**config.mk**
```make
export PLATFORM = sky130hd
export DESIGN_NAME = onehot_scan_decoder
export DESIGN_NICKNAME = d
export VERILOG_FILES = /design/src/rtl/onehot_scan_decoder_pkg.sv /design/src/rtl/onehot_scan_decoder_prescaler.sv /design/src/rtl/onehot_scan_decoder.sv
export SDC_FILE = /design/constraint.sdc
export NUM_CORES = 1
export LEC_CHECK = 0
export CAP_MARGIN = 15
export CORE_UTILIZATION = 63
export CTS_BUF_LIST = sky130_fd_sc_hd__clkbuf_8
export CTS_CLUSTER_SIZE = 40
export DETAILED_ROUTE_END_ITERATION = 16
export PLACE_DENSITY_LB_ADDON = 0.12
export SYNTH_ARGS = -nofsm -noshare
export SYNTH_HDL_FRONTEND = slang
export SYNTH_SLANG_ARGS = --single-unit
```
**constraint.sdc**
```tcl
create_clock -name clk_i -period 4.29 [get_ports clk_i]
set_input_delay 0.6435 -clock clk_i [delete_from_list [all_inputs] [get_ports clk_i]]
set_output_delay 0.6435 -clock clk_i [all_outputs]
set_load 0.03 [all_outputs]
```
**src/rtl/onehot_scan_decoder_pkg.sv**
```systemverilog
// Shared definitions for the one-hot scan decoder family: mode encodings
// and the one-hot expansion helper used by the decoder top level.
package onehot_scan_decoder_pkg;

  // Operating modes selected by the 2-bit mode input.
  typedef enum logic [1:0] {
    MODE_DIRECT = 2'b00,
    MODE_UP     = 2'b01,
    MODE_DOWN   = 2'b10,
    MODE_HOLD   = 2'b11
  } mode_e;

  // Widest one-hot vector the helper can produce; callers truncate to their width.
  localparam int unsigned MAX_OUT_W = 256;

  // Returns a vector with only bit 'idx' set.
  function automatic logic [MAX_OUT_W-1:0] onehot(input int unsigned idx);
    logic [MAX_OUT_W-1:0] one;
    one = {{(MAX_OUT_W-1){1'b0}}, 1'b1};
    return one << idx;
  endfunction

endpackage

```
**src/rtl/onehot_scan_decoder_prescaler.sv**
```systemverilog
// Scan-rate prescaler: produces a one-cycle tick every SCAN_DIV enabled
// cycles. clr restarts the interval, run low freezes the count.
module scan_prescaler #(
  parameter int SCAN_DIV = 4,
  parameter int DIV_W    = 16
) (
  input  logic clk_i,
  input  logic rst_ni,
  input  logic run_i,
  input  logic clr_i,
  output logic tick_o
);

  localparam logic [DIV_W-1:0] DIV_LAST = DIV_W'(SCAN_DIV - 1);

  logic [DIV_W-1:0] divCnt_q;
  logic [DIV_W-1:0] divCnt_d;

  // A clear cycle never ticks, so every restart yields a full SCAN_DIV interval.
  always_comb begin
    tick_o   = run_i && !clr_i && (divCnt_q == DIV_LAST);
    divCnt_d = divCnt_q;
    if (clr_i) begin
      divCnt_d = '0;
    end else if (run_i) begin
      if (tick_o) begin
        divCnt_d = '0;
      end else begin
        divCnt_d = divCnt_q + DIV_W'(1);
      end
    end
  end

  // Prescale counter register.
  always_ff @(posedge clk_i or negedge rst_ni) begin
    if (!rst_ni) begin
      divCnt_q <= '0;
    end else begin
      divCnt_q <= divCnt_d;
    end
  end

endmodule

```
**src/rtl/onehot_scan_decoder.sv**
```systemverilog
// Registered N-to-2^N one-hot decoder with enable, plus autonomous
// scan-up / scan-down modes that step the active line at a prescaled
// rate and pulse wrap_o whenever the index rolls over.
module onehot_scan_decoder
  import onehot_scan_decoder_pkg::*;
#(
  parameter int SEL_W    = 2,
  parameter int SCAN_DIV = 4,
  parameter int DIV_W    = 16
) (
  input  logic                  clk_i,
  input  logic                  rst_ni,
  input  logic                  en_i,
  input  logic [1:0]            mode_i,
  input  logic [SEL_W-1:0]      sel_i,
  output logic [(2**SEL_W)-1:0] out_o,
  output logic [SEL_W-1:0]      idx_o,
  output logic                  wrap_o
);

  localparam int OUT_W = 2 ** SEL_W;

  mode_e             mode;
  mode_e             modePrev_q;
  logic              enPrev_q;
  logic [SEL_W-1:0]  idx_q;
  logic [SEL_W-1:0]  idx_d;
  logic [OUT_W-1:0]  out_q;
  logic [OUT_W-1:0]  out_d;
  logic              wrap_q;
  logic              wrap_d;
  logic              scanRun;
  logic              scanClr;
  logic              stepTick;

  assign mode = mode_e'(mode_i);

  // The scan interval restarts on a mode change, while disabled, and on the
  // first enabled edge after a disable, so re-enabling shows the old index
  // for a full SCAN_DIV cycles just like a mode switch does.
  always_comb begin
    scanRun = en_i && ((mode == MODE_UP) || (mode == MODE_DOWN));
    scanClr = !en_i || (mode != modePrev_q) || !enPrev_q;
  end

  scan_prescaler #(
    .SCAN_DIV (SCAN_DIV),
    .DIV_W    (DIV_W)
  ) u_prescaler (
    .clk_i  (clk_i),
    .rst_ni (rst_ni),
    .run_i  (scanRun),
    .clr_i  (scanClr),
    .tick_o (stepTick)
  );

  // Next index, one-hot output and wrap flag; idx arithmetic wraps modulo OUT_W naturally.
  always_comb begin
    idx_d  = idx_q;
    wrap_d = 1'b0;
    unique case (mode)
      MODE_DIRECT: idx_d = sel_i;
      MODE_UP: begin
        if (stepTick) begin
          idx_d  = idx_q + SEL_W'(1);
          wrap_d = (idx_q == {SEL_W{1'b1}});
        end
      end
      MODE_DOWN: begin
        if (stepTick) begin
          idx_d  = idx_q - SEL_W'(1);
          wrap_d = (idx_q == {SEL_W{1'b0}});
        end
      end
      MODE_HOLD: idx_d = idx_q;
      default:   idx_d = idx_q;
    endcase
    out_d = en_i ? OUT_W'(onehot(32'(idx_d))) : '0;
  end

  // Output, index and mode/enable history registers.
  always_ff @(posedge clk_i or negedge rst_ni) begin
    if (!rst_ni) begin
      idx_q      <= '0;
      out_q      <= '0;
      wrap_q     <= 1'b0;
      modePrev_q <= MODE_DIRECT;
      enPrev_q   <= 1'b0;
    end else begin
      idx_q      <= idx_d;
      out_q      <= out_d;
      wrap_q     <= wrap_d;
      modePrev_q <= mode;
      enPrev_q   <= en_i;
    end
  end

  assign out_o  = out_q;
  assign idx_o  = idx_q;
  assign wrap_o = wrap_q;

endmodule

```
==> metrics <==
number of port buffers 13; clock slew at reported path FFs 0.09 ns; Req. time, crit path 4.51 ns; #FFs+latches synth 26; Final Hold Fails 0; first-pass GRT wire length 5250 um; status completed; NumNets Final 192; clk root buf clkbuf_8; endpoints failing setup 0; n_diodes 0; Syn Nets 176; switching share of power 23.1%; element type at the critical path start input pin; CP max stage delay 0.72 ns; synth-to-layout area growth 16.0%; worst hold path class reg2reg; clk buf depth 2; grt ovf 0; initial core utilization 68.1%; yosys warns 0; CP delay by family, top simple AND/OR/NAND/NOR gates; largest net degree at the start of global routing 27; max_cap viols 0; total CTS buffers 3; Die Span X 51.1 um; synthesized area 1520 um^2; CTS tree built; Cell Chain, Critical Path clkdlybuf4s50_1 > inv_1 > ha_1 > nand2_2 > or4_1 > nor2_4 > a21o_1 > a22o_1; antenna violations before repair 0; count of different cell masters after synthesis 42; Design Power 0.523 mW; die area 2610 um^2; RSZ-0062 raised after global routing no; Combinational Power Share 12.9%; hold buffer count at cts 0; Detail Route Antenna Nets 0; io pins 14; max frequency 346 MHz; crit path time final 2.89 ns; drt pass-1 iters 4; maximum VDD drop 0.000283 V; P_leak 0.730 nW; drt wl/cell 16.0 um; H-tree depth 1; Post-CTS Setup Repair Bufs 0; clk_lat worst skew 0.27 ns; DR vias 1,253; critical path class in2reg; Worst setup EP type register; Core ar. 2230 um^2; Cell Pwr Density 296 nW/um^2; Int Power 0.402 mW; hpwl dp 2270 um; number of DRC markers in iteration 0 19; Worst Path Arrival 3.11 ns; Filler cells 135; clock sink count 26; CTS resizes 0; Cells after Synth 162; setup TNS 0 ns; Slowest cell on crit path or4_1; GRT Util Overall 27.1%; slew margin rel. 40.3%; gp weighted congestion 0.879; Tightest Pin Transition 0.887 ns; drt total wl 3280 um; register area share after synthesis 42.8%; WP buf/inv 2; Slew Limit Fails 0; vias per cell 6.11; Sequential Power Share 48.6%; fraction of layout cells with a size suffix above 1 14.1%; NetSw 0.121 mW; DRC violations left 0; Crit Path Max Fanout 14; vias in the first global route 1,209; Period Utilization, post-route 67.5%; Setup Skew 0.00324 ns; Clock power frac 38.5%; Die Y 51.1 um; # rows 17; syn_area_per_cell 9.38 um^2
-- per-stage QoR --
| stage | instance area (um^2) | instances | util [%] | hold slack (ns) | worst slack (ns) |
|---|---|---|---|---|---|
| floorplan | 1520 | 162 | - | 0.348 | 1.99 |
| global placement | 1670 | 200 | 74.6 | 0.500 | 1.23 |
| detailed placement | 1670 | 200 | 74.6 | 0.505 | 1.14 |
| CTS | 1740 | 204 | 77.8 | 0.522 | 1.42 |
| global route | 1760 | 205 | 79.0 | 0.533 | 1.29 |
| finish | 1760 | 205 | 79.0 | 0.520 | 1.40 |
-- cells in the mapped netlist --
master,n,area share (%)
nor3_2,1,0.66
clkbuf_1,1,0.25
a21o_1,1,0.49
buf_6,1,0.74
and2_2,1,0.49
a211oi_1,2,0.99
or3_1,5,2.1
nor2_1,8,2.0
inv_1,12,3.0
buf_2,1,0.33
a32o_2,1,0.74
nor2_4,1,0.74
and3_2,1,0.49
o21ai_1,15,4.9
nor4_4,2,2.8
and2_1,2,0.82
a31oi_1,1,0.41
a31oi_2,2,1.6
mux2i_1,2,1.3
nand2_1,15,3.7
or4_1,1,0.49
a21oi_1,6,2.0
o31ai_1,1,0.49
nand2_2,2,0.82
or3b_2,1,0.58
nor4_1,4,1.6
dfrtp_1,26,43
inv_2,1,0.25
a22o_1,2,1.2
nand3_1,7,2.3
nor2_2,1,0.41
nor3_1,10,3.3
ha_1,7,5.8
nand4_1,2,0.82
o21ai_0,5,1.6
a2111oi_2,1,0.99
xor2_1,3,1.7
a2bb2oi_1,1,0.58
nand2b_1,1,0.41
nand2b_2,1,0.58
buf_4,1,0.49
or4_4,3,2.2
-- cells in the final DEF (no fill, tap or decap), types with 5 or more instances in the layout --
cell / count
or3_1: 5
dfrtp_1: 26
nand2_1: 15
o21ai_1: 15
a21oi_1: 6
nor3_1: 10
ha_1: 7
inv_1: 12
nand3_1: 7
clkdlybuf4s50_1: 13
nor2_1: 8
o21ai_0: 5
-- worst paths after layout --
path / startpoint / end / slack (ns) / depth (start not counted)
worst max-delay path: mode_i[0] / u_prescaler.divCnt_q[3]$_DFFE_PN0P_ / 1.40 / 8
worst min-delay path: u_prescaler.divCnt_q[0]$_DFFE_PN0P_ / u_prescaler.divCnt_q[0]$_DFFE_PN0P_ / 0.52 / 1
worst max register to register: u_prescaler.divCnt_q[0]$_DFFE_PN0P_ / out_o[2]$_DFF_PN0_ / 1.84 / 7
worst min register to register: u_prescaler.divCnt_q[0]$_DFFE_PN0P_ / u_prescaler.divCnt_q[0]$_DFFE_PN0P_ / 0.52 / 1
max in group asynchronous: rst_ni / u_prescaler.divCnt_q[5]$_DFFE_PN0P_ / 3.16 / 2
min in group asynchronous: rst_ni / modePrev_q[0]$_DFF_PN0_ / 0.68 / 1
-- area by class of cell --
class                      instances  area, um^2  area share, %
sequential                        26         651           36.9
inverter                          13        48.8           2.77
timing repair buffer              15         165           9.36
multi-input combinational        119         793           45.0
clock inverter                     1        30.0           1.70
tap                               28        35.0           1.99
clock buffer                       3        41.3           2.34
-- power by group through the flow --
stage                     sequential (mW)  combinational, mW  clock [mW]
after floorplan                     0.265             0.0310           0
after global placement              0.258             0.0620           0
after detailed placement            0.259             0.0639           0
after CTS                           0.254             0.0641       0.207
after global routing                0.254             0.0731       0.213
final                               0.254             0.0677       0.201
-- flip-flops by register name, indices dropped and copies added (netlist names) --
signal                flops
wrap_o                    1
modePrev_q                2
u_prescaler.divCnt_q     16
idx_o                     2
out_o                     4
enPrev_q                  1
-- logic make-up (layout without fill, tap and decap cells) --
kind of cell	count (synthesis)	after routing	share of synthesized area, %
buffers and inverters	17	32	5.02
adders and majority gates	7	7	5.76
muxes	2	2	1.32
AOI/OAI and AO/OA	38	38	16.0
xor gates and xnor gates	3	3	1.73
DFF	26	26	42.8
and+or+nand+nor	69	69	27.3
-- per-layer routing --
layer | wire length, um | track usage, %
met4 | 41 | 10.6
met5 | 0 | 0
met1 | 1450 | 33.4
met3 | 83 | 3.87
met2 | 1710 | 47.4
No activity file was read; power rests on OpenSTA's default activity.
